==> src/rtl/dt_engine_csr_bank_pkg.sv <==
// rtl/dt_engine_csr_bank_pkg.sv - shared types, offsets, FSM states and helpers for the DT engine CSR bank
package DTEngine_Types;

    localparam int ADDR_W      = 32;
    localparam int WINDOW_SIZE = 17;

    typedef struct packed {
        logic              valid;
        logic              isWrite;
        logic [ADDR_W-1:0] addr;
        logic [63:0]       data;
    } SoftRegReq;

    typedef struct packed {
        logic        valid;
        logic [63:0] data;
    } SoftRegResp;

    typedef enum logic [4:0] {
        CTRL   = 5'd0,
        MODE   = 5'd1,
        BATCH  = 5'd2,
        DEV0   = 5'd3,
        STATUS = 5'd16
    } CsrOffset;

    typedef enum logic [1:0] {
        IDLE  = 2'd0,
        DELAY = 2'd1,
        RUN   = 2'd2
    } CsrState;

    // Minus-one fields clamp at zero instead of wrapping to all-ones.
    function automatic logic [31:0] sat_dec(input logic [31:0] x);
        return (x == 32'd0) ? 32'd0 : x - 32'd1;
    endfunction

endpackage

==> src/rtl/dt_engine_csr_bank_start_fsm.sv <==
// rtl/dt_engine_csr_bank_start_fsm.sv - start/run/done control FSM with programmable start delay and run-cycle counter
module dt_csr_start_fsm
    import DTEngine_Types::*;
#(
    parameter int START_DELAY = 4
) (
    input  logic        clk,
    input  logic        rst_n,
    input  logic        start_req,
    input  logic        abort_req,
    input  logic        core_done,
    output CsrState     state,
    output logic        busy,
    output logic        start_core,
    output logic [31:0] run_cycles
);

    CsrState    state_q, state_d;
    logic [3:0] dly_q, dly_d;
    logic       start_d;

    always_ff @(posedge clk) begin
        if (!rst_n) begin
            state_q    <= IDLE;
            dly_q      <= 4'd0;
            start_core <= 1'b0;
            run_cycles <= 32'd0;
        end else begin
            state_q    <= state_d;
            dly_q      <= dly_d;
            start_core <= start_d;
            if (state_q == IDLE && state_d == DELAY) begin
                run_cycles <= 32'd0;
            end else if (state_q == RUN) begin
                run_cycles <= run_cycles + 32'd1;
            end
        end
    end

    // Abort outranks both start and core_done; done outside RUN is ignored.
    always_comb begin
        state_d = state_q;
        dly_d   = dly_q;
        start_d = 1'b0;
        case (state_q)
            IDLE: begin
                if (start_req && !abort_req) begin
                    state_d = DELAY;
                    dly_d   = 4'(START_DELAY - 1);
                end
            end
            DELAY: begin
                if (abort_req) begin
                    state_d = IDLE;
                end else if (dly_q == 4'd0) begin
                    state_d = RUN;
                    start_d = 1'b1;
                end else begin
                    dly_d = dly_q - 4'd1;
                end
            end
            RUN: begin
                if (abort_req || core_done) begin
                    state_d = IDLE;
                end
            end
            default: state_d = IDLE;
        endcase
    end

    always_comb begin
        state = state_q;
        busy  = (state_q != IDLE);
    end

endmodule

==> src/rtl/dt_engine_csr_bank.sv <==
// rtl/dt_engine_csr_bank.sv - DT engine soft-register bank; config read-back enabled by DT_CSR_READBACK_EN
module dt_engine_csr_bank
    import DTEngine_Types::*;
#(
    parameter int BASE_ADDR   = 200,
    parameter int NUM_DEVS    = 20,
    parameter int DEV_ADDR_W  = 5,
    parameter int START_DELAY = 4
) (
    input  logic                           clk,
    input  logic                           rst_n,
    input  SoftRegReq                      softreg_req,
    output SoftRegResp                     softreg_resp,
    input  logic                           core_done,
    output logic                           start_core,
    output logic                           busy,
    output logic [7:0]                     mode_flags,
    output logic [31:0]                    batch_cls_minus_one,
    output logic [5:0]                     num_devs_minus_one,
    output logic [NUM_DEVS*DEV_ADDR_W-1:0] devices_list
);

    localparam int DW       = (NUM_DEVS + 7) / 8;
    localparam int DEV_LAST = 3 + DW - 1;

    logic [ADDR_W-1:0]     rel_addr;
    logic [4:0]            off;
    logic                  in_win, is_wr, is_rd, is_cfg, cfg_wr;
    logic                  start_req, abort_req, reject;
    logic [7:0]            mode_q;
    logic [5:0]            ndev_q;
    logic [31:0]           batch_q;
    logic [DEV_ADDR_W-1:0] devs_q [NUM_DEVS];
    logic [15:0]           rejected_cnt;
    logic [31:0]           run_cycles;
    CsrState               fsm_state;
    logic [63:0]           rd_data;
    logic                  unused_data;

    assign rel_addr  = softreg_req.addr - ADDR_W'(BASE_ADDR);
    assign in_win    = (softreg_req.addr >= ADDR_W'(BASE_ADDR)) && (rel_addr < ADDR_W'(WINDOW_SIZE));
    assign off       = rel_addr[4:0];
    assign is_wr     = softreg_req.valid && softreg_req.isWrite && in_win;
    assign is_rd     = softreg_req.valid && !softreg_req.isWrite;
    assign is_cfg    = (off >= MODE) && (off <= 5'(DEV_LAST));
    assign cfg_wr    = is_wr && is_cfg && !busy;
    assign start_req = is_wr && (off == CTRL) && softreg_req.data[0];
    assign abort_req = is_wr && (off == CTRL) && softreg_req.data[1];
    // Config writes and bare starts while running are refused and counted.
    assign reject    = busy && is_wr && (is_cfg || (start_req && !abort_req));
    assign unused_data = ^softreg_req.data;

    dt_csr_start_fsm #(
        .START_DELAY (START_DELAY)
    ) u_fsm (
        .clk        (clk),
        .rst_n      (rst_n),
        .start_req  (start_req),
        .abort_req  (abort_req),
        .core_done  (core_done),
        .state      (fsm_state),
        .busy       (busy),
        .start_core (start_core),
        .run_cycles (run_cycles)
    );

    always_ff @(posedge clk) begin
        if (!rst_n) begin
            mode_q       <= 8'd0;
            ndev_q       <= 6'd0;
            batch_q      <= 32'd0;
            rejected_cnt <= 16'd0;
            for (int i = 0; i < NUM_DEVS; i++) begin
                devs_q[i] <= '0;
            end
        end else begin
            if (cfg_wr && off == MODE) begin
                mode_q <= softreg_req.data[7:0];
                ndev_q <= softreg_req.data[37:32];
            end
            if (cfg_wr && off == BATCH) begin
                batch_q <= softreg_req.data[31:0];
            end
            for (int i = 0; i < NUM_DEVS; i++) begin
                if (cfg_wr && off == 5'(3 + i / 8)) begin
                    devs_q[i] <= softreg_req.data[8*(i%8) +: DEV_ADDR_W];
                end
            end
            if (reject && rejected_cnt != 16'hFFFF) begin
                rejected_cnt <= rejected_cnt + 16'd1;
            end
        end
    end

    always_comb begin
        rd_data = '1;
        if (in_win) begin
            if (off == STATUS) begin
                rd_data = {14'd0, fsm_state, rejected_cnt, run_cycles};
            end
`ifdef DT_CSR_READBACK_EN
            else if (off == MODE) begin
                rd_data = {26'd0, ndev_q, 24'd0, mode_q};
            end else if (off == BATCH) begin
                rd_data = {32'd0, batch_q};
            end else if (off >= DEV0 && off <= 5'(DEV_LAST)) begin
                rd_data = '0;
                for (int i = 0; i < NUM_DEVS; i++) begin
                    if (off == 5'(3 + i / 8)) begin
                        rd_data[8*(i%8) +: DEV_ADDR_W] = devs_q[i];
                    end
                end
            end
`endif
        end
    end

    always_ff @(posedge clk) begin
        if (!rst_n) begin
            softreg_resp <= '0;
        end else begin
            softreg_resp.valid <= is_rd;
            softreg_resp.data  <= is_rd ? rd_data : 64'd0;
        end
    end

    assign mode_flags          = mode_q;
    assign batch_cls_minus_one = sat_dec(batch_q);
    assign num_devs_minus_one  = 6'(sat_dec(32'(ndev_q)));

    for (genvar g = 0; g < NUM_DEVS; g++) begin : g_dev
        assign devices_list[g*DEV_ADDR_W +: DEV_ADDR_W] = devs_q[g];
    end

endmodule
==> config.mk <==
export PLATFORM = sky130hd
export DESIGN_NAME = dt_engine_csr_bank
export DESIGN_NICKNAME = d
export VERILOG_FILES = /design/src/rtl/dt_engine_csr_bank_pkg.sv /design/src/rtl/dt_engine_csr_bank_start_fsm.sv /design/src/rtl/dt_engine_csr_bank.sv
export SDC_FILE = /design/constraint.sdc
export NUM_CORES = 1
export LEC_CHECK = 0
export ABC_CLOCK_PERIOD_IN_PS = 4100
export CORE_ASPECT_RATIO = 1.2
export CORE_UTILIZATION = 48
export DETAILED_ROUTE_END_ITERATION = 16
export PLACE_DENSITY = 0.81
export RECOVER_POWER = 100
export SETUP_SLACK_MARGIN = 0.3
export SYNTH_ARGS = -nofsm -noshare
export SYNTH_HDL_FRONTEND = slang
export SYNTH_SLANG_ARGS = --single-unit
==> constraint.sdc <==
create_clock -name clk -period 4.1 [get_ports clk]
set_input_delay 0.41 -clock clk [delete_from_list [all_inputs] [get_ports clk]]
set_output_delay 0.41 -clock clk [all_outputs]
set_load 0.05 [all_outputs]
; ---- Word level (Yosys, flattened, before mapping)
; Memories as Yosys holds them, arrays and structs flattened.
; Cells that the tools add are included.
[word_totals]
output_inout_bits = 213
ff_bits = 166
memories = 1
ram_bits = 100
wordCells = 136
[classes]
magnitude_cmp = 4
bitwise = 22
n_reduce_logical = 36
addsub = 6
n_eq_ne = 13
n_mux = 44
[memory_table]
columns = name, depth, word_bits, read_ports, rd_ports_with_merged_regs, write_ports, line_no
row1 = devs_q, 20, 5, 20, 0, 20, dt_engine_csr_bank.sv:33  ; logic [DEV_ADDR_W-1:0] devs_q [NUM_DEVS];
[op_table]
columns = cell, n
row1 = two-way mux 64 bit, 2
row2 = two-way mux 5 bit, 20
row3 = adder 32 x 1 -> 32 bit (second input constant), 1
row4 = greater-or-equal comparator 32 x 8 -> 1 bit (second input constant), 1
row5 = zero test 32 bit, 1
row6 = less-than comparator 32 x 5 -> 1 bit (second input constant), 1
row7 = two-way mux 32 bit, 1
row8 = subtractor 32 x 1 -> 32 bit (second input constant), 1
row9 = subtractor 32 x 8 -> 32 bit (second input constant), 1
row10 = logical AND 1 bit, 20
row11 = OR 1 bit, 20
row12 = adder 16 x 1 -> 16 bit (second input constant), 1
row13 = != test 16 bit (second input constant), 1
row14 = two-way mux 4 bit, 3
row15 = two-way mux 1 bit, 11
row16 = == test 5 x 2 -> 1 bit (second input constant), 2
row17 = == test 5 x 3 -> 1 bit (second input constant), 2
row18 = two-way mux 2 bit, 4
row19 = case mux 4 bit (2 select lines), 1
row20 = zero test 6 bit, 1
row21 = two-way mux 6 bit, 1
row22 = != test 2 bit (second input constant), 3
row23 = case mux 2 bit (3 select lines), 1
row24 = subtractor 6 x 1 -> 6 bit (second input constant), 1
row25 = other kinds (18), 24

; ---- Longest topological paths before layout
; Gate-level depths: netlist of run 1.
[logic_depth]
ltp_word = 13
mapped_depth = 12

; ---- By module
; From an unflattened synthesis of run 1, not the netlist that was laid out.
[hier_totals]
hier_cells = 1112
hier_area_um2 = 11334.6
[by_module_without_submodules]
columns = module, area_each_um2, instances, seq_area_each_um2, cells_each
row1 = dt_engine_csr_bank, 9511.6, 1, 5285.1, 899
row2 = dt_csr_start_fsm, 1823.0, 1, 780.7, 213

; ---- Worst setup path before layout of run 1
; No wires, ideal clock.
[synth_timing]
path_kind = input to register
startpoint = input softreg_req[68] in the netlist's numbering
endpoint = memory devs_q[8][0] (netlist: devs_q[0][40]), enable pin
n_path_buf = 1
cell_stages = 10
arrival_ps = 3382
slack_ps = 320
setup_time_ps = 398
t_required_ps = 3702
cell_sequence = inv_1 -> ha_1 -> o21ba_2 -> o21bai_1 -> a211o_1 -> a22o_1 -> nor4_4 -> nand4_1 -> clkbuf_1 -> nand2_1
[synth_lines]
columns = element, line_no
row1 = start: declaration, dt_engine_csr_bank.sv:12  ; input SoftRegReq softreg_req,
row2 = end: declaration, dt_engine_csr_bank.sv:33

; ---- Worst setup path in the final report of run 1
[layout_timing]
startpoint = register batch_q[10]
endpoint = output batch_cls_minus_one[31]
[layout_between]
elab_chain_len = 2
[layout_rtl]
columns = element, line_no
row1 = start: declaration, dt_engine_csr_bank.sv:32  ; logic [31:0] batch_q;
row2 = start signal: assignment, dt_engine_csr_bank.sv:82  ; batch_q <= softreg_req.data[31:0];
row3 = subtractor 32 x 1 -> 32 bit or zero test 32 bit (tied branches), dt_engine_csr_bank_pkg.sv:35  ; return (x == 32'd0) ? 32'd0 : x - 32'd1;
row4 = two-way mux 32 bit *, dt_engine_csr_bank_pkg.sv:35
row5 = end: declaration, dt_engine_csr_bank.sv:18  ; output logic [31:0] batch_cls_minus_one,
; Every way passes the cells marked *; elsewhere a longest branch is shown, timed or not.

==> summary.md, run 1 <==
| Metric | Value |
|---|---|
| Final non-filler cell total | `1,675` |
| Area contributors post-synth | `dfxtp_1 (28%), edfxtp_1 (27%), nor2_1 (6.1%)` |
| Routed Antenna Nets | `0` |
| Gr usage total | `0.243` |
| Distinct cell type count after synthesis | `66` |
| Yosys reg bits | `253` |
| Drt via density | `5.39` |
| Largest area contributor in the netlist | `dfxtp_1` |
| Die W | `140 µm` |
| Post-synthesis average cell area | `10.0 µm²` |
| Crit. End Element | `primary output` |
| Avg WL per Cell | `17.3 µm` |
| Max Cap Violations | `2` |
| Clk_lat worst skew | `0.52 ns` |
| YS warnings | `0` |
| Leakage power | `5.96 nW` |
| 1st-iter DRT viols | `607` |
| Final core occ | `0.664` |
| Setup CP Type | `reg2out` |
| Total CTS buffers | `26` |
| Synth Area in Simple Gates | `0.216` |
| Clk buf depth | `3` |
| Share of cells above drive strength 1 | `0.0782` |
| Routed WL | `29,000 µm` |
| Die extent in y | `168 µm` |
| Compound-gate portion of the synthesized area | `0.0818` |
| First-pass iteration count of the detailed router | `6` |
| I/O pin total | `314` |
| CP delay by family, top | `simple AND/OR/NAND/NOR gates` |
| Setup Fix Bufs, Post-CTS | `0` |
| Max-slew violation count | `103` |
| Crit start category | `register` |
| Clock-pin slew on the worst setup and hold paths | `0.06 ns` |
| Post-synth EDFFs | `100` |
| Normalized max-slew margin | `-0.361` |
| Detailed-route via count | `9,034` |
| Finished layout cell area | `0.0149 mm²` |
| HP Start | `softreg_req[37]` |
| CP peak stage delay | `0.61 ns` |
| Pwr Total | `0.00568 W` |
| Minimum clock period | `3.82 ns` |
| GRT Residual Overflow | `0` |
| Multiplexer share of the synthesized area | `0.0517` |
| Final setup vio count | `0` |
| First-pass GRT wire length | `45,700 µm` |
| Fin crit share | `0.931` |
| Hpwl dp | `20,800 µm` |
| Crit-path max FO | `6` |
| Cell Chain, Critical Path | `or4_4, nor4_4, or4b_1, nor3_2, nand2_1, nor4_2, mux2_2, clkbuf_2` |
| Root Buffer | `clkbuf_16` |
| Most frequent cells in the layout | `dlygate4sd3_1 (182), nor2_1 (178), dfxtp_1 (153)` |
| Placed insts | `1,625` |
| Synth top area share | `0.279` |
| R2r setup slk | `1.53 ns` |
| Buf/Inv on CP | `1` |
| Vias in the first global route | `8,593` |
| Least-Margin Pin Slew | `2.04 ns` |
| Buffers on Ports | `302` |
| # DRC | `0` |
| Max Fclk | `262 MHz` |
| Hold Crit Depth | `3` |
| Main combinational cell family by area after synthesis | `simple AND/OR/NAND/NOR gates` |
| Hold buffers post-CTS | `0` |
| Clk sinks | `253` |
| CTS tree | `done` |
| Gpl congestion | `0.897` |
| Stages on worst setup path | `8` |
| Die ar. | `0.0234 mm²` |
| Clock Skew | `0.00445 ns` |
| Final setup TNS | `0 ns` |
| Core ar. | `0.0224 mm²` |
| Post-synthesis cell count | `1,091` |
| Area share of fa/ha/maj cells after synthesis | `0.0114` |
| Worst r2r path cells | `7` |
| Final Hold Violating Endpoints | `0` |
| Seq/Total Area, Yosys | `0.553` |
| Status | `finished, violations left` |
| Ys flop type | `dfxtp_1` |
| Area post-placement | `0.0141 mm²` |
| CP max stage cell | `or4b_1` |
| Synth Area in XOR/XNOR | `0.0432` |
| Post-Syn Nets | `1,202` |
| Maximum vdd drop | `0.348 mV` |
| Data required, critical path | `3.69 ns` |
| Synthesized area | `0.0110 mm²` |
| Crit path DAT | `3.41 ns` |
| Synthesis-to-finish area growth | `36.0%` |
| Min-Delay Path Class | `in2reg` |
| Ys async rst share | `0` |
| Initial antenna violation count | `3` |
| Critical Path Source | `batch_q[10]` |
| H-tree Lvls | `1` |
| Pin count of the biggest net entering global routing | `54` |
| # nets final | `1,485` |
| R2R Path Start | `u_fsm.state[1]` |
| Row count | `60` |
| Starting Density | `0.488` |
| Most common cell after layout, fill and taps aside | `dlygate4sd3_1` |
| Fill cells | `1,731` |
| Failing checks | `max-capacitance violations, max-slew violations` |
| Cell Pwr Density | `381 mW/mm²` |
| RSZ-0062 raised after global routing | `true` |
[synth_stat cells (13+ instances only)]
cell	n
a21oi_1	25
and3_1	13
buf_4	14
clkbuf_1	41
dfxtp_1	153
edfxtp_1	100
inv_1	32
mux2i_1	51
nand2_1	143
nand3_1	26
nand4_1	17
nor2_1	179
nor3_1	20
nor4_1	15
o21a_1	51
o21ai_0	14
or4_1	13
xnor2_1	28
xor2_1	26
[kinds of logic (layout without fill, tap and decap cells)]
group	count (synthesis)	after routing
buffers and inverters	97	400
muxes	56	56
xor gates and xnor gates	54	54
and+or+nand+nor	492	492
AOI/OAI and AO/OA	129	129
adders and majority gates	10	10
DFF	253	253
other	0	2
[worst reg2reg max path: stages (launching register included)]
cell	delay (ns)
dfxtp_1	0.38
nor2b_1	0.46
nand4_1	0.25
or3_1	0.48
nor3_1	0.47
nand3_1	0.16
xor2_1	0.17
nor2_1	0.06
[registers in the layout, summed over array words and instances, names as in the netlist]
name and count:
softreg_resp 52, u_fsm.run_cycles 32, mode_flags 8, rejected_cnt 16, u_fsm.dly_q 4, u_fsm.state 2
ndev_q 6, u_fsm.start_core 1, devs_q 100, batch_q 32
[routing by layer]
layer / vias up / global-route usage / routed length, µm
li1: 4350 / - / -
met1: 4236 / 0.277 / 11000
met2: 388 / 0.433 / 14200
met3: 58 / 0.0643 / 2740
met4: 2 / 0.0946 / 1020
met5: - / 0 / 13
[area by class of cell]
type                       instances  area (µm²)  share of cell area
tap                              279         349              0.0234
clock buffer                      35         736              0.0494
sequential                       253        6070               0.407
timing repair buffer             320        3010               0.202
multi-input combinational        741        4470               0.300
inverter                          32         120             0.00806
clock inverter                    13         149             0.00999
antenna                            2        5.00            0.000336
[report_power, final]
part | total (W) | internal [W] | leakage, nW | switching [W]
Clock | 0.00241 | 0.00145 | 0.431 | 0.000957
Sequential | 0.00269 | 0.00267 | 2.26 | 0.0000163
Combinational | 0.000590 | 0.000196 | 3.27 | 0.000394
Total | 0.00568 | 0.00431 | 5.96 | 0.00137
[timing repair]
item,CTS,global route
endpoints found under the hold margin,0,0
pin swaps,0,0
setup endpoints to repair,7,31
resized for setup,17,15
[stage by stage]
stage / hold slack (ns) / worst slack [ns]
after CTS: 0.280 / 0.232
after global placement: 0.441 / 0.339
after floorplan: 0.435 / 0.320
after global routing: 0.466 / 0.131
after detailed placement: 0.446 / 0.293
final: 0.447 / 0.283
[path summary, 6_finish.rpt]
check / endpoint
worst min-delay path: ndev_q[5]
worst max register to register: u_fsm.run_cycles[31]
worst min register to register: mode_flags[4]
worst max-delay path: batch_cls_minus_one[31]
Note: power is estimated with default switching activity, not from simulation.
==> run 2, diff against run 1 <==
CORE_UTILIZATION = 63   (was 48)
DONT_BUFFER_PORTS = 1   (was default)
PLACE_DENSITY = 0.79   (was 0.81)
==> summary.md, run 2 (synthesis results as in run 1) <==
| Metric | Value |
|---|---|
| R2r setup slk | `1.38 ns` |
| Internal power | `0.00408 W` |
| Hold buffers post-CTS | `0` |
| Status | `finished, violations left` |
| Most frequent cells in the layout | `nor2_1 (178), dfxtp_1 (152), nand2_1 (141)` |
| Leakage power | `4.43 nW` |
| Die W | `122 µm` |
| Crit path DAT | `3.43 ns` |
| Wire length on met3 | `2370 µm` |
| Crit-path max FO | `25` |
| Normalized max-slew margin | `-1.16` |
| Buffers on Ports | `0` |
| Gpl congestion | `0.855` |
| Clock power share | `0.430` |
| First-pass iteration count of the detailed router | `5` |
| Maximum vdd drop | `0.370 mV` |
| R2R Path Start | `u_fsm.state[0]` |
| Top Metal Used | `met4` |
| Root Buffer | `clkbuf_16` |
| Crit. End Element | `primary output` |
| Clk sinks | `253` |
| 1st-iter DRT viols | `576` |
| Core ar. | `0.0169 mm²` |
| Sw Pwr | `0.00130 W` |
| GRT Residual Overflow | `0` |
| Clock-pin slew on the worst setup and hold paths | `0.06 ns` |
| Top reg by flops | `devs_q` |
| Final Hold Violating Endpoints | `0` |
| Synthesis-to-finish area growth | `8.48%` |
| Min-Delay Path Class | `in2reg` |
| H-tree Lvls | `1` |
| Seq pwr share | `0.543` |
| Setup CP Type | `reg2out` |
| Placed insts | `1,263` |
| Max Cap Violations | `3` |
| Vias in the first global route | `7,597` |
| Final setup TNS | `0 ns` |
| Final non-filler cell total | `1,310` |
| Final core occ | `0.703` |
| M1 WL | `9690 µm` |
| Clk buf depth | `3` |
| Gr usage total | `0.285` |
| Detailed-route via count | `7,954` |
| Finished layout cell area | `0.0119 mm²` |
| Failing checks | `max-capacitance violations, max-slew violations` |
| Met2 wire len | `13,000 µm` |
| I/O pin total | `314` |
| Critical Path Source | `batch_q[13]` |
| # nets final | `1,186` |
| CTS tree | `done` |
| Combinational power share | `0.027` |
| Clk_lat worst skew | `0.53 ns` |
| Hpwl dp | `17,700 µm` |
| Routed Antenna Nets | `0` |
| Max-slew violation count | `90` |
| Least-Margin Pin Slew | `3.23 ns` |
| Reg2reg end | `devs_q[0][41]` |
| Max Fclk | `260 MHz` |
| Drt via density | `6.07` |
| Share of cells above drive strength 1 | `0.0714` |
| Final setup vio count | `0` |
| # DRC | `0` |
| Routed WL | `26,000 µm` |
| Fin crit share | `0.937` |
| RSZ-0062 raised after global routing | `true` |
| Largest registers | `devs_q x100, softreg_resp x52` |
| Data required, critical path | `3.69 ns` |
| Total CTS buffers | `24` |
| Worst r2r path cells | `7` |
| Most common cell after layout, fill and taps aside | `nor2_1` |
| Row count | `52` |
| Minimum clock period | `3.84 ns` |
| Crit start category | `register` |
| Cell Pwr Density | `452 mW/mm²` |
| Worst setup path endpoint | `batch_cls_minus_one[0]` |
| Starting Density | `0.648` |
| Die extent in y | `146 µm` |
| First-pass GRT wire length | `40,100 µm` |
| Pin count of the biggest net entering global routing | `122` |
| Initial antenna violation count | `1` |
| Max FFs per register | `100` |
| Clock Skew | `0.0171 ns` |
| Area post-placement | `0.0111 mm²` |
| Avg WL per Cell | `19.8 µm` |
| Die ar. | `0.0179 mm²` |
| Switching share of total power | `0.242` |
| Fill cells | `1,203` |
run 2: changes by cell type in the layout (fill, tap and decap cells not counted), moves of 3 or more:
cell	before	now
clkdlybuf4s50_1	87	0
clkbuf_1	9	6
mux2_2	4	1
dlygate4sd3_1	182	0
buf_4	12	8
clkbuf_2	27	9
clkbuf_16	27	24
run 2: critical path: stages, from the launching register on:
cell and delay, ns:
dfxtp_1 0.35, or4_4 0.57, nor4_4 0.29, or4b_1 0.59, nor3_4 0.25, and3_1 0.19, buf_4 0.27, nor2_1 0.13
clkbuf_2 0.26
run 2: worst min-delay path by stage:
stage | end | cells after the start | start | slack (ns)
after floorplan | ndev_q[5] | 2 | ndev_q[5] | 0.43
after global placement | ndev_q[5] | 2 | ndev_q[5] | 0.44
after detailed placement | ndev_q[5] | 2 | ndev_q[5] | 0.45
after CTS | ndev_q[5] | 2 | softreg_req[37] | 0.01
after global routing | ndev_q[5] | 2 | softreg_req[37] | 0.02
final | batch_q[31] | 2 | softreg_req[31] | 0.03
run 2: layout make-up:
class / count / area [µm²] / share of cell area
antenna: 1 / 2.50 / 0.000210
clock buffer: 28 / 626 / 0.0526
clock inverter: 16 / 205 / 0.0173
inverter: 32 / 120 / 0.0101
multi-input combinational: 741 / 4440 / 0.373
sequential: 253 / 6070 / 0.510
tap: 216 / 270 / 0.0227
timing repair buffer: 23 / 159 / 0.0134
run 2: layer usage:
layer / up-vias / track usage
li1: 3752 / -
met1: 3782 / 0.331
met2: 360 / 0.489
met3: 60 / 0.0809
met4: 0 / 0.110
met5: - / 0
run 2: per-stage QoR:
step / setup WS (ns) / total power (W) / hold WS [ns]
3_3_place_gp: 0.718 / 0.00312 / 0.445
6_report: 0.258 / 0.00538 / 0.0311
2_1_floorplan: 0.320 / 0.00310 / 0.435
4_1_cts: 0.338 / 0.00541 / 0.0128
3_5_place_dp: 0.681 / 0.00312 / 0.453
5_1_grt: 0.112 / 0.00552 / 0.0194
run 2: what timing repair did:
action,in CTS,in global routing
setup endpoints to repair,20,28
pin swaps,0,3
hold endpoints to repair,0,0
buffers inserted,0,2
gates resized for setup,2,11
run 2: power groups by stage:
stage | registers [W] | logic [W] | clock network [W]
2_1_floorplan | 0.00296 | 0.000137 | 0
3_3_place_gp | 0.00297 | 0.000143 | 0
3_5_place_dp | 0.00297 | 0.000146 | 0
4_1_cts | 0.00292 | 0.000148 | 0.00234
5_1_grt | 0.00293 | 0.000159 | 0.00244
6_report | 0.00292 | 0.000146 | 0.00231
